**src/rtl/io_tick_timer_pkg.sv**
```systemverilog
// -----------------------------------------------------------------------------
// io_tick_timer_pkg
// Shared definitions for the IO tick timer: state encoding, register offsets,
// CTRL bit positions, one-hot IO size codes and the decoder strobe bundle.
// -----------------------------------------------------------------------------
package io_tick_timer_pkg;

  // Timer state encoding; this value is also what STATUS[2:1] reports.
  localparam logic [1:0] ST_IDLE    = 2'd0;
  localparam logic [1:0] ST_RUN     = 2'd1;
  localparam logic [1:0] ST_EXPIRED = 2'd2;

  // Register offsets relative to the block base address.
  localparam logic [1:0] OFF_CTRL   = 2'd0;
  localparam logic [1:0] OFF_RELOAD = 2'd1;
  localparam logic [1:0] OFF_COUNT  = 2'd2;
  localparam logic [1:0] OFF_STATUS = 2'd3;

  // CTRL bit positions.
  localparam int CTRL_ENABLE  = 0;
  localparam int CTRL_ONESHOT = 1;
  localparam int CTRL_IRQEN   = 2;
  localparam int CTRL_IRQCLR  = 3;

  // One-hot IO access sizes.
  localparam logic [3:0] SIZE_1B = 4'b0001;
  localparam logic [3:0] SIZE_2B = 4'b0010;
  localparam logic [3:0] SIZE_4B = 4'b0100;
  localparam logic [3:0] SIZE_8B = 4'b1000;

  // Per-register strobes produced by the decoder; only ever set for acked accesses.
  typedef struct packed {
    logic ctrlWr;
    logic reloadWr;
    logic ctrlRd;
    logic reloadRd;
    logic countRd;
    logic statusRd;
  } ioStrobe_t;

  // Byte-lane mask for a one-hot access size; anything else masks everything off.
  function automatic logic [63:0] sizeMask(input logic [3:0] size);
    logic [63:0] mask;
    case (size)
      SIZE_1B: mask = 64'h0000_0000_0000_00FF;
      SIZE_2B: mask = 64'h0000_0000_0000_FFFF;
      SIZE_4B: mask = 64'h0000_0000_FFFF_FFFF;
      SIZE_8B: mask = 64'hFFFF_FFFF_FFFF_FFFF;
      default: mask = 64'h0000_0000_0000_0000;
    endcase
    return mask;
  endfunction

endpackage

```
**src/rtl/io_tick_timer_dec.sv**
```systemverilog
// -----------------------------------------------------------------------------
// io_tick_timer_dec
// Combinational IO decode for a four-register window at CAddrBase..+3.
// Ports:
//   AIoAddr    in  16  IO address
//   AIoWrSize  in  4   one-hot write size (0 = no write)
//   AIoRdSize  in  4   one-hot read size  (0 = no read)
//   strobes    out     per-register write/read strobes, gated by ack
//   addrAck    out 1   access in window and every active size legal
//   addrErr    out 1   access in window but some active size illegal
// -----------------------------------------------------------------------------
module io_tick_timer_dec
  import io_tick_timer_pkg::*;
#(
  parameter logic [15:0] CAddrBase = 16'h0000
) (
  input  logic [15:0] AIoAddr,
  input  logic [3:0]  AIoWrSize,
  input  logic [3:0]  AIoRdSize,
  output ioStrobe_t   strobes,
  output logic        addrAck,
  output logic        addrErr
);

  logic [16:0] offsetWide_s;
  logic [1:0]  offset_s;
  logic        inRange_s;
  logic        wrActive_s;
  logic        rdActive_s;
  logic        wrLegal_s;
  logic        rdLegal_s;
  logic        anyAccess_s;
  logic        accessOk_s;

  // Window match and per-offset size legality; a 17-bit difference makes
  // addresses below the base look huge, so one compare covers both ends.
  always_comb begin
    offsetWide_s = {1'b0, AIoAddr} - {1'b0, CAddrBase};
    inRange_s    = (offsetWide_s < 17'd4);
    offset_s     = offsetWide_s[1:0];
    wrActive_s   = (AIoWrSize != 4'b0000);
    rdActive_s   = (AIoRdSize != 4'b0000);
    wrLegal_s    = 1'b0;
    rdLegal_s    = 1'b0;
    case (offset_s)
      OFF_CTRL: begin
        wrLegal_s = (AIoWrSize == SIZE_1B);
        rdLegal_s = (AIoRdSize == SIZE_1B);
      end
      OFF_RELOAD: begin
        wrLegal_s = (AIoWrSize == SIZE_2B) || (AIoWrSize == SIZE_4B);
        rdLegal_s = (AIoRdSize == SIZE_2B) || (AIoRdSize == SIZE_4B);
      end
      OFF_COUNT: begin
        wrLegal_s = 1'b0;
        rdLegal_s = (AIoRdSize == SIZE_2B) || (AIoRdSize == SIZE_4B);
      end
      OFF_STATUS: begin
        wrLegal_s = 1'b0;
        rdLegal_s = (AIoRdSize == SIZE_1B);
      end
      default: begin
        wrLegal_s = 1'b0;
        rdLegal_s = 1'b0;
      end
    endcase
    anyAccess_s = inRange_s & (wrActive_s | rdActive_s);
    accessOk_s  = (~wrActive_s | wrLegal_s) & (~rdActive_s | rdLegal_s);
  end

  // Ack/Err and strobes; strobes only fire for a fully legal access.
  always_comb begin
    addrAck          = anyAccess_s & accessOk_s;
    addrErr          = anyAccess_s & ~accessOk_s;
    strobes.ctrlWr   = addrAck & wrActive_s & (offset_s == OFF_CTRL);
    strobes.reloadWr = addrAck & wrActive_s & (offset_s == OFF_RELOAD);
    strobes.ctrlRd   = addrAck & rdActive_s & (offset_s == OFF_CTRL);
    strobes.reloadRd = addrAck & rdActive_s & (offset_s == OFF_RELOAD);
    strobes.countRd  = addrAck & rdActive_s & (offset_s == OFF_COUNT);
    strobes.statusRd = addrAck & rdActive_s & (offset_s == OFF_STATUS);
  end

endmodule

```
**src/rtl/io_tick_timer.sv**
```systemverilog
// -----------------------------------------------------------------------------
// io_tick_timer
// Programmable down-counting event timer driven by an upstream cascade tick.
// Counts RELOAD+1 input ticks per period, emits a one-cycle ATickO and sets a
// sticky interrupt flag on each expiry. Optional one-shot mode.
// Ports:
//   AClkH       in  1   clock
//   AResetH     in  1   synchronous active-high reset
//   AClkHEn     in  1   clock enable; 0 freezes all state and outputs
//   AIoAddr     in  16  IO address
//   AIoMosi     in  64  IO write data
//   AIoWrSize   in  4   one-hot write size
//   AIoRdSize   in  4   one-hot read size
//   AIoMiso     out 64  registered read data (0 when no acked read)
//   AIoAddrAck  out 1   combinational ack
//   AIoAddrErr  out 1   combinational size error
//   ATickI      in  1   upstream tick
//   ATickO      out 1   registered expiry tick
//   AIrq        out 1   IrqFlag & IrqEn
// -----------------------------------------------------------------------------
module io_tick_timer
  import io_tick_timer_pkg::*;
#(
  parameter logic [15:0]      CAddrBase  = 16'h0000,
  parameter int               CCntW      = 16,
  parameter logic [CCntW-1:0] CReloadRst = 16'hFFFF
) (
  input  logic        AClkH,
  input  logic        AResetH,
  input  logic        AClkHEn,
  input  logic [15:0] AIoAddr,
  input  logic [63:0] AIoMosi,
  input  logic [3:0]  AIoWrSize,
  input  logic [3:0]  AIoRdSize,
  output logic [63:0] AIoMiso,
  output logic        AIoAddrAck,
  output logic        AIoAddrErr,
  input  logic        ATickI,
  output logic        ATickO,
  output logic        AIrq
);

  ioStrobe_t        strobes_s;
  logic [1:0]       state_r;
  logic [1:0]       stateNext_s;
  logic [CCntW-1:0] count_r;
  logic [CCntW-1:0] countNext_s;
  logic [CCntW-1:0] reload_r;
  logic [CCntW-1:0] reloadNext_s;
  logic             enable_r;
  logic             oneShot_r;
  logic             irqEn_r;
  logic             irqFlag_r;
  logic             irqFlagNext_s;
  logic             tickO_r;
  logic [63:0]      miso_r;
  logic [63:0]      wrData_s;
  logic [63:0]      rdRaw_s;
  logic [63:0]      rdData_s;
  logic             restart_s;
  logic             expire_s;
  logic             unusedWrBits_s;

  io_tick_timer_dec #(
    .CAddrBase (CAddrBase)
  ) uDec (
    .AIoAddr   (AIoAddr),
    .AIoWrSize (AIoWrSize),
    .AIoRdSize (AIoRdSize),
    .strobes   (strobes_s),
    .addrAck   (AIoAddrAck),
    .addrErr   (AIoAddrErr)
  );

  // Write data trimmed to the access size; upper bits beyond the counter are dropped.
  always_comb begin
    wrData_s       = AIoMosi & sizeMask(AIoWrSize);
    unusedWrBits_s = ^wrData_s[63:CCntW];
    // A same-cycle RELOAD write is visible to a reload happening on this edge.
    if (strobes_s.reloadWr) begin
      reloadNext_s = wrData_s[CCntW-1:0];
    end else begin
      reloadNext_s = reload_r;
    end
  end

  // Expiry detect and next state/count. A CTRL write always wins over the
  // tick for state; an Enable=1 write also swallows any tick this cycle.
  always_comb begin
    restart_s   = strobes_s.ctrlWr & AIoMosi[CTRL_ENABLE];
    expire_s    = (state_r == ST_RUN) & ATickI &
                  (count_r == {CCntW{1'b0}}) & ~restart_s;
    stateNext_s = state_r;
    countNext_s = count_r;
    if (strobes_s.ctrlWr) begin
      if (AIoMosi[CTRL_ENABLE]) begin
        stateNext_s = ST_RUN;
        countNext_s = reloadNext_s;
      end else begin
        // Disable parks the counter where it is.
        stateNext_s = ST_IDLE;
      end
    end else if ((state_r == ST_RUN) && ATickI) begin
      if (count_r == {CCntW{1'b0}}) begin
        if (oneShot_r) begin
          stateNext_s = ST_EXPIRED;
          countNext_s = {CCntW{1'b0}};
        end else begin
          countNext_s = reloadNext_s;
        end
      end else begin
        countNext_s = count_r - {{(CCntW-1){1'b0}}, 1'b1};
      end
    end else begin
      stateNext_s = state_r;
      countNext_s = count_r;
    end
  end

  // Sticky interrupt flag: an expiry beats a simultaneous IrqClr.
  always_comb begin
    if (expire_s) begin
      irqFlagNext_s = 1'b1;
    end else if (strobes_s.ctrlWr && AIoMosi[CTRL_IRQCLR]) begin
      irqFlagNext_s = 1'b0;
    end else begin
      irqFlagNext_s = irqFlag_r;
    end
  end

  // Read mux, zero-extended then trimmed to the read size.
  always_comb begin
    if (strobes_s.ctrlRd) begin
      rdRaw_s = {60'h0, 1'b0, irqEn_r, oneShot_r, enable_r};
    end else if (strobes_s.reloadRd) begin
      rdRaw_s = {{(64-CCntW){1'b0}}, reload_r};
    end else if (strobes_s.countRd) begin
      rdRaw_s = {{(64-CCntW){1'b0}}, count_r};
    end else if (strobes_s.statusRd) begin
      rdRaw_s = {61'h0, state_r, irqFlag_r};
    end else begin
      rdRaw_s = 64'h0;
    end
    rdData_s = rdRaw_s & sizeMask(AIoRdSize);
  end

  // All timer and bus state; the enable freezes everything including outputs.
  always_ff @(posedge AClkH) begin
    if (AResetH) begin
      state_r   <= ST_IDLE;
      count_r   <= {CCntW{1'b0}};
      reload_r  <= CReloadRst;
      enable_r  <= 1'b0;
      oneShot_r <= 1'b0;
      irqEn_r   <= 1'b0;
      irqFlag_r <= 1'b0;
      tickO_r   <= 1'b0;
      miso_r    <= 64'h0;
    end else if (AClkHEn) begin
      state_r   <= stateNext_s;
      count_r   <= countNext_s;
      reload_r  <= reloadNext_s;
      irqFlag_r <= irqFlagNext_s;
      tickO_r   <= expire_s;
      miso_r    <= rdData_s;
      if (strobes_s.ctrlWr) begin
        enable_r  <= AIoMosi[CTRL_ENABLE];
        oneShot_r <= AIoMosi[CTRL_ONESHOT];
        irqEn_r   <= AIoMosi[CTRL_IRQEN];
      end
    end
  end

  assign AIoMiso = miso_r;
  assign ATickO  = tickO_r;
  assign AIrq    = irqFlag_r & irqEn_r;

endmodule

```
**config.mk**
```make
export PLATFORM = sky130hd
export DESIGN_NAME = io_tick_timer
export DESIGN_NICKNAME = d
export VERILOG_FILES = /design/src/rtl/io_tick_timer_pkg.sv /design/src/rtl/io_tick_timer_dec.sv /design/src/rtl/io_tick_timer.sv
export SDC_FILE = /design/constraint.sdc
export NUM_CORES = 1
export LEC_CHECK = 0
export CORE_MARGIN = 2
export CORE_UTILIZATION = 47
export DETAILED_ROUTE_END_ITERATION = 8
export MAX_ROUTING_LAYER = met4
export PLACE_DENSITY = 0.87
export SLEW_MARGIN = 0
export SYNTH_ARGS = -nofsm -noshare
export SYNTH_HDL_FRONTEND = slang
export SYNTH_SLANG_ARGS = --single-unit
```
**constraint.sdc**
```tcl
create_clock -name AClkH -period 3.6 [get_ports AClkH]
set_input_delay 0.72 -clock AClkH [delete_from_list [all_inputs] [get_ports AClkH]]
set_output_delay 0.72 -clock AClkH [all_outputs]
set_load 0.03 [all_outputs]
```
* Yosys cells after proc, flatten, opt, wreduce, memory -nomap -nowiden
Index checks and enable logic that the tools add are counted.
** Storage, ports and cells
- Logic and storage cells :: 90
- Register bits :: 103
- Memory bits (writable) :: 0
- ROM bits :: 0
- Bits of input ports :: 92
- Memories kept :: 0
- Bits in latches :: 0
- Output and inout bits :: 68
** Cells by class
- Reductions and logical operators :: 19
- Multiplexer cells :: 21
- Shift operators :: 0
- Multiply operators :: 0
- Order comparisons :: 1
- Add/subtract/negate cells :: 1
- Bitwise operators :: 26
- Div/mod/pow operators :: 0
- Equality and inequality tests :: 13
** Operators by type and width (count)
- $pmux 64 s4 :: 1
- $mux 16 :: 9
- $and 64x64->64 :: 1
- $pmux 16 s4 :: 1
- $and 1x1->1 :: 17
- $and 16x16->16 :: 1
- $logic_not 16->1 :: 1
- $lt 16x3->1 const B :: 1
- $sub 16x1->16 const B :: 1
- $eq 4x1->1 const B :: 2
- $eq 4x2->1 const B :: 2
- $eq 4x3->1 const B :: 2
- $eq 4x4->1 const B :: 2
- $mux 2 :: 4
- $reduce_bool 2->1 :: 4
- $reduce_bool 4->1 :: 2
- $reduce_or 2->1 :: 3
- $eq 2x1->1 const B :: 2
- $eq 2x2->1 const B :: 2
- $not 1->1 :: 4
- $reduce_and 2->1 :: 2
- $reduce_and 4->1 :: 1
- $mux 1 :: 3
- $mux 3 :: 1
- other kinds (8) :: 12

* Logic depth before layout (Yosys ltp)
- Word-level depth :: 13
- Depth in mapped cells :: 10
- Depth with buffers taken out :: 8

* Cells and area by module
A second synthesis with hierarchy kept.
** Unflattened totals
- Cell total of the unflattened synthesis :: 495
- Area total of the unflattened synthesis :: 3713.6 um^2
** Modules (own cells, without submodules)
- io_tick_timer :: cells each 457, area each 3437.0 um^2, seq. area each 1101.1 um^2, times used 1
- io_tick_timer_dec :: cells each 38, area each 276.5 um^2, seq. area each 0.0 um^2, times used 1

* Worst setup path before layout
No wires, ideal clock.
- Path type :: input port to output port
- From :: in AIoAddr[0]
- To :: out AIoAddrAck
- Cell stages on the path :: 6
- Data arrival time :: 2232 ps
- Slack :: 648 ps
- Path buffers :: 0
- Data required time :: 2880 ps
- Path through :: inv_1 -> ha_1 -> mux2_2 -> o22ai_2 -> o211ai_1 -> nor2_1
** On the way
- Cells in the longest elaborated chain, start to end :: 6
- Elaborated cells between the ends (all ways) :: 15
- Those cells by class :: 1 x order compare; 3 x eq/ne; 2 x mux; 5 x bitwise; 4 x reduce/logical
** Ends and longest elaborated chain
- start: declaration :: RTL line io_tick_timer.sv:31 : input logic [15:0] AIoAddr,
- parallel branches: the longest is 5 deep, another holds $lt 16x3->1
- $and 1x1->1 * :: RTL line io_tick_timer_dec.sv:73 : addrAck = anyAccess_s & accessOk_s;
- end: declaration :: RTL line io_tick_timer.sv:36 : output logic AIoAddrAck,
Every way passes the cells marked *.

* Final worst setup path
Same ends and word-level chain as after synthesis.

==> results.sh <==
export IMPL_min_period_ps=3420
export IMPL_synth_xor_area_frac=0.00461
export IMPL_ir_drop_v=0.000179
export IMPL_combPwrFrac=0.185
export IMPL_drc_errors=0
export IMPL_cp_cell_sequence="clkdlybuf4s50_1 > inv_1 > ha_1 > mux2_2 > o22ai_2 > buf_4 > o211ai_1 > nor2_1 > buf_4"
export IMPL_antenna_left=0
export IMPL_clkTransAtPathRegs_ps=110
export IMPL_cts_sink_count=55
export IMPL_synth_compound_area_share=0.250
export IMPL_final_cell_mix="61 x clkdlybuf4s50_1, 55 x dfxtp_1, 51 x nand2_1, 48 x conb_1, 40 x a21oi_1"
export IMPL_cts_buffer_depth=2
export IMPL_whs_ps=464
export IMPL_maxSlewViolCount=0
export IMPL_final_nets=648
export IMPL_cts_root_buf="clkbuf_8"
export IMPL_end_kind="output pin"
export IMPL_antenna_found_initial=0
export IMPL_floorplan_initialDensity=0.489
export IMPL_grt_pass1_vias=3446
export IMPL_viasPerCell=5.92
export IMPL_yosysUniqueCellTypes=64
export IMPL_yosysTopAreaCellShare=0.290
export IMPL_p_clk_frac=0.301
export IMPL_grt_pass1_wl_mm=17.1
export IMPL_period_share=0.949
export IMPL_crit_path_start_kind="primary input"
export IMPL_grt_start_max_net_pins=33
export IMPL_synth_edff_count=0
export IMPL_fmax_ghz=0.293
export IMPL_synth_simple_area_share=0.280
export IMPL_num_vias=3866
export IMPL_power_density_nw_per_um2=263
export IMPL_fin_cells=653
export IMPL_wirelength_mm=10.7
export IMPL_p_sw_uw=359
export IMPL_gp_congestion=0.951
export IMPL_relSlewSlack=0.456
export IMPL_hold_violations=0
export IMPL_setup_viol=0
export IMPL_yosys_register_bits=55
export IMPL_synth_ff_type="dfxtp_1"
export IMPL_hold_buffers=0
export IMPL_portBuffers=63
export IMPL_worstSetupPathType="in -> out"
export IMPL_synth_top_family_by_area="simple AND/OR/NAND/NOR gates"
export IMPL_rsz0062_at_grt="no"
export IMPL_synth_avg_cell_area_um2=7.84
export IMPL_pwr_share_seq=0.513
export IMPL_cts_resized=1
export IMPL_chipHeight_um=93.9
export IMPL_wl_per_cell_um=16.4
export IMPL_critPathArrivalTime_ps=2700
export IMPL_clock_skew_ps=11.4
export IMPL_placed_area_um2=4410
export IMPL_layout_commonest_cell="clkdlybuf4s50_1"
export IMPL_async_flop_share=0
export IMPL_synth_fa_ha_area_frac=0.0197
export IMPL_intPower_uw=825
export IMPL_cts_setup_buffers=0
export IMPL_h_tree_depth=2
export IMPL_cp_slowest_cell="clkdlybuf4s50_1"
export IMPL_slowest_delay_ps=480
export IMPL_core_area_um2=7770
export IMPL_grt_ovfl_total=0
export IMPL_synth_seq_area_share=0.290
export IMPL_min_path_type="reg -> reg"
export IMPL_netlist_instances=485
export IMPL_netlist_area_um2=3800
export IMPL_crit_fanout=4
export IMPL_dp_cells=645
export IMPL_dp_hpwl_mm=8.20
export IMPL_setup_tns_ps=0
export IMPL_synth_area_leaders="dfxtp_1 29%, buf_4 9.9%, a21oi_1 5.3%"
export IMPL_run_status="completed"
export IMPL_p_leak_nw=1.82
export IMPL_synth_mux_area_frac=0.0161
export IMPL_synth_warnings=0
export IMPL_num_rows=32
export IMPL_switching_share=0.303
export IMPL_drt_iter0_drc=472
export IMPL_ioPinCount=160
export IMPL_area_growth_syn_to_layout_pct=18.5
export IMPL_drive_above_1_share=0.129
export IMPL_yosys_area_top_type="dfxtp_1"
export IMPL_antenna_cells=0
export IMPL_stdcell_area_um2=4500
export IMPL_crit_top_cell="buf_4"
export IMPL_cts_buffers=5
export IMPL_tightest_slew_ps=814
export IMPL_drv_cap=0
export IMPL_die_x_um=93.9
export IMPL_track_usage=0.248
export IMPL_tritoncts="yes"
export IMPL_required_ps=2880
export IMPL_worst_skew_pair_late_latency_ps=320
export IMPL_dieArea_um2=8820
export IMPL_first_pass_iters=8
export IMPL_utilization=0.580
==> logic make-up after synthesis <==
| kind of cell | Yosys count |
|---|---|
| flip-flops | 55 |
| adder cells (fa/ha/maj) | 6 |
| buffers and inverters | 84 |
| other | 1 |
| AND/OR/NAND/NOR | 194 |
| XOR/XNOR | 2 |
| AO/OA/AOI/OAI | 137 |
| multiplexers | 6 |
==> registers in the layout, summed over array words and instances, names as in the netlist <==
name	cells
reload_r	16
irqFlag_r	1
AIoMiso	16
ATickO	1
oneShot_r	1
state_r	2
enable_r	1
irqEn_r	1
count_r	16
==> synthesized netlist by cell type (all sizes together) (4+ instances only) <==
library cell and n:
and2 4, clkbuf 15, mux2i 5, nand3b 4
dfxtp 55, nor2 37, nand2 52, o21ai 40
nand3 19, nand2b 4, nand4b 4, and3 31
inv 9, nor4 11, a211o 18, o211ai 11
nor3 6, or3 5, buf 60, ha 6
a31oi 7, a21oi 40
==> power by group through the flow <==
stage	clock network [mW]	logic, mW	registers, mW
6_report	0.357	0.220	0.608
5_1_grt	0.381	0.234	0.608
4_1_cts	0.360	0.216	0.608
3_5_place_dp	0	0.215	0.622
3_3_place_gp	0	0.211	0.622
2_1_floorplan	0	0.166	0.622
==> layout make-up <==
| class | count | area (um^2) |
|---|---|---|
| Clock buffer | 5 | 68.8 |
| Clock inverter | 3 | 23.8 |
| Fill cell | 687 | 3260 |
| Inverter | 9 | 33.8 |
| Multi-Input combinational cell | 393 | 2350 |
| Sequential cell | 55 | 1100 |
| Tap cell | 102 | 128 |
| Timing Repair Buffer | 86 | 800 |
==> path summary, 6_finish.rpt <==
kind	depth (start not counted)	endpoint	slack, ps	startpoint
hold / removal	2	AIoMiso[12]$_SDFFE_PP0P_	460	AIoMiso[12]$_SDFFE_PP0P_
hold reg to reg	2	AIoMiso[12]$_SDFFE_PP0P_	460	AIoMiso[12]$_SDFFE_PP0P_
setup / recovery	9	AIoAddrAck	180	AIoAddr[0]
setup reg to reg	8	count_r[8]$_SDFFE_PP0P_	1220	count_r[1]$_SDFFE_PP0P_
==> per-stage QoR <==
step	worst slack, ps	total power [mW]
after CTS	201	1.18
after floorplan	648	0.789
after global routing	124	1.22
final	183	1.18
after global placement	18.4	0.833
after detailed placement	-16.9	0.837
==> critical path: cells and delay by family <==
family / cells / cell delay (ps)
compound gates: 2 / 300
fa+ha+maj: 1 / 300
buf+inv: 4 / 900
mux: 1 / 340
simple gates: 1 / 140
==> layer usage <==
metal	GRT usage	vias to the layer above	part of all wire	wire [um]
met1	0.330	1800	0.41	4350
met2	0.377	234	0.46	4950
met3	0.0425	38	0.097	1050
li1	-	1794	-	-
met4	0.0978	0	0.036	384
met5	-	-	0	0
Note: power is estimated with default switching activity, not from simulation.
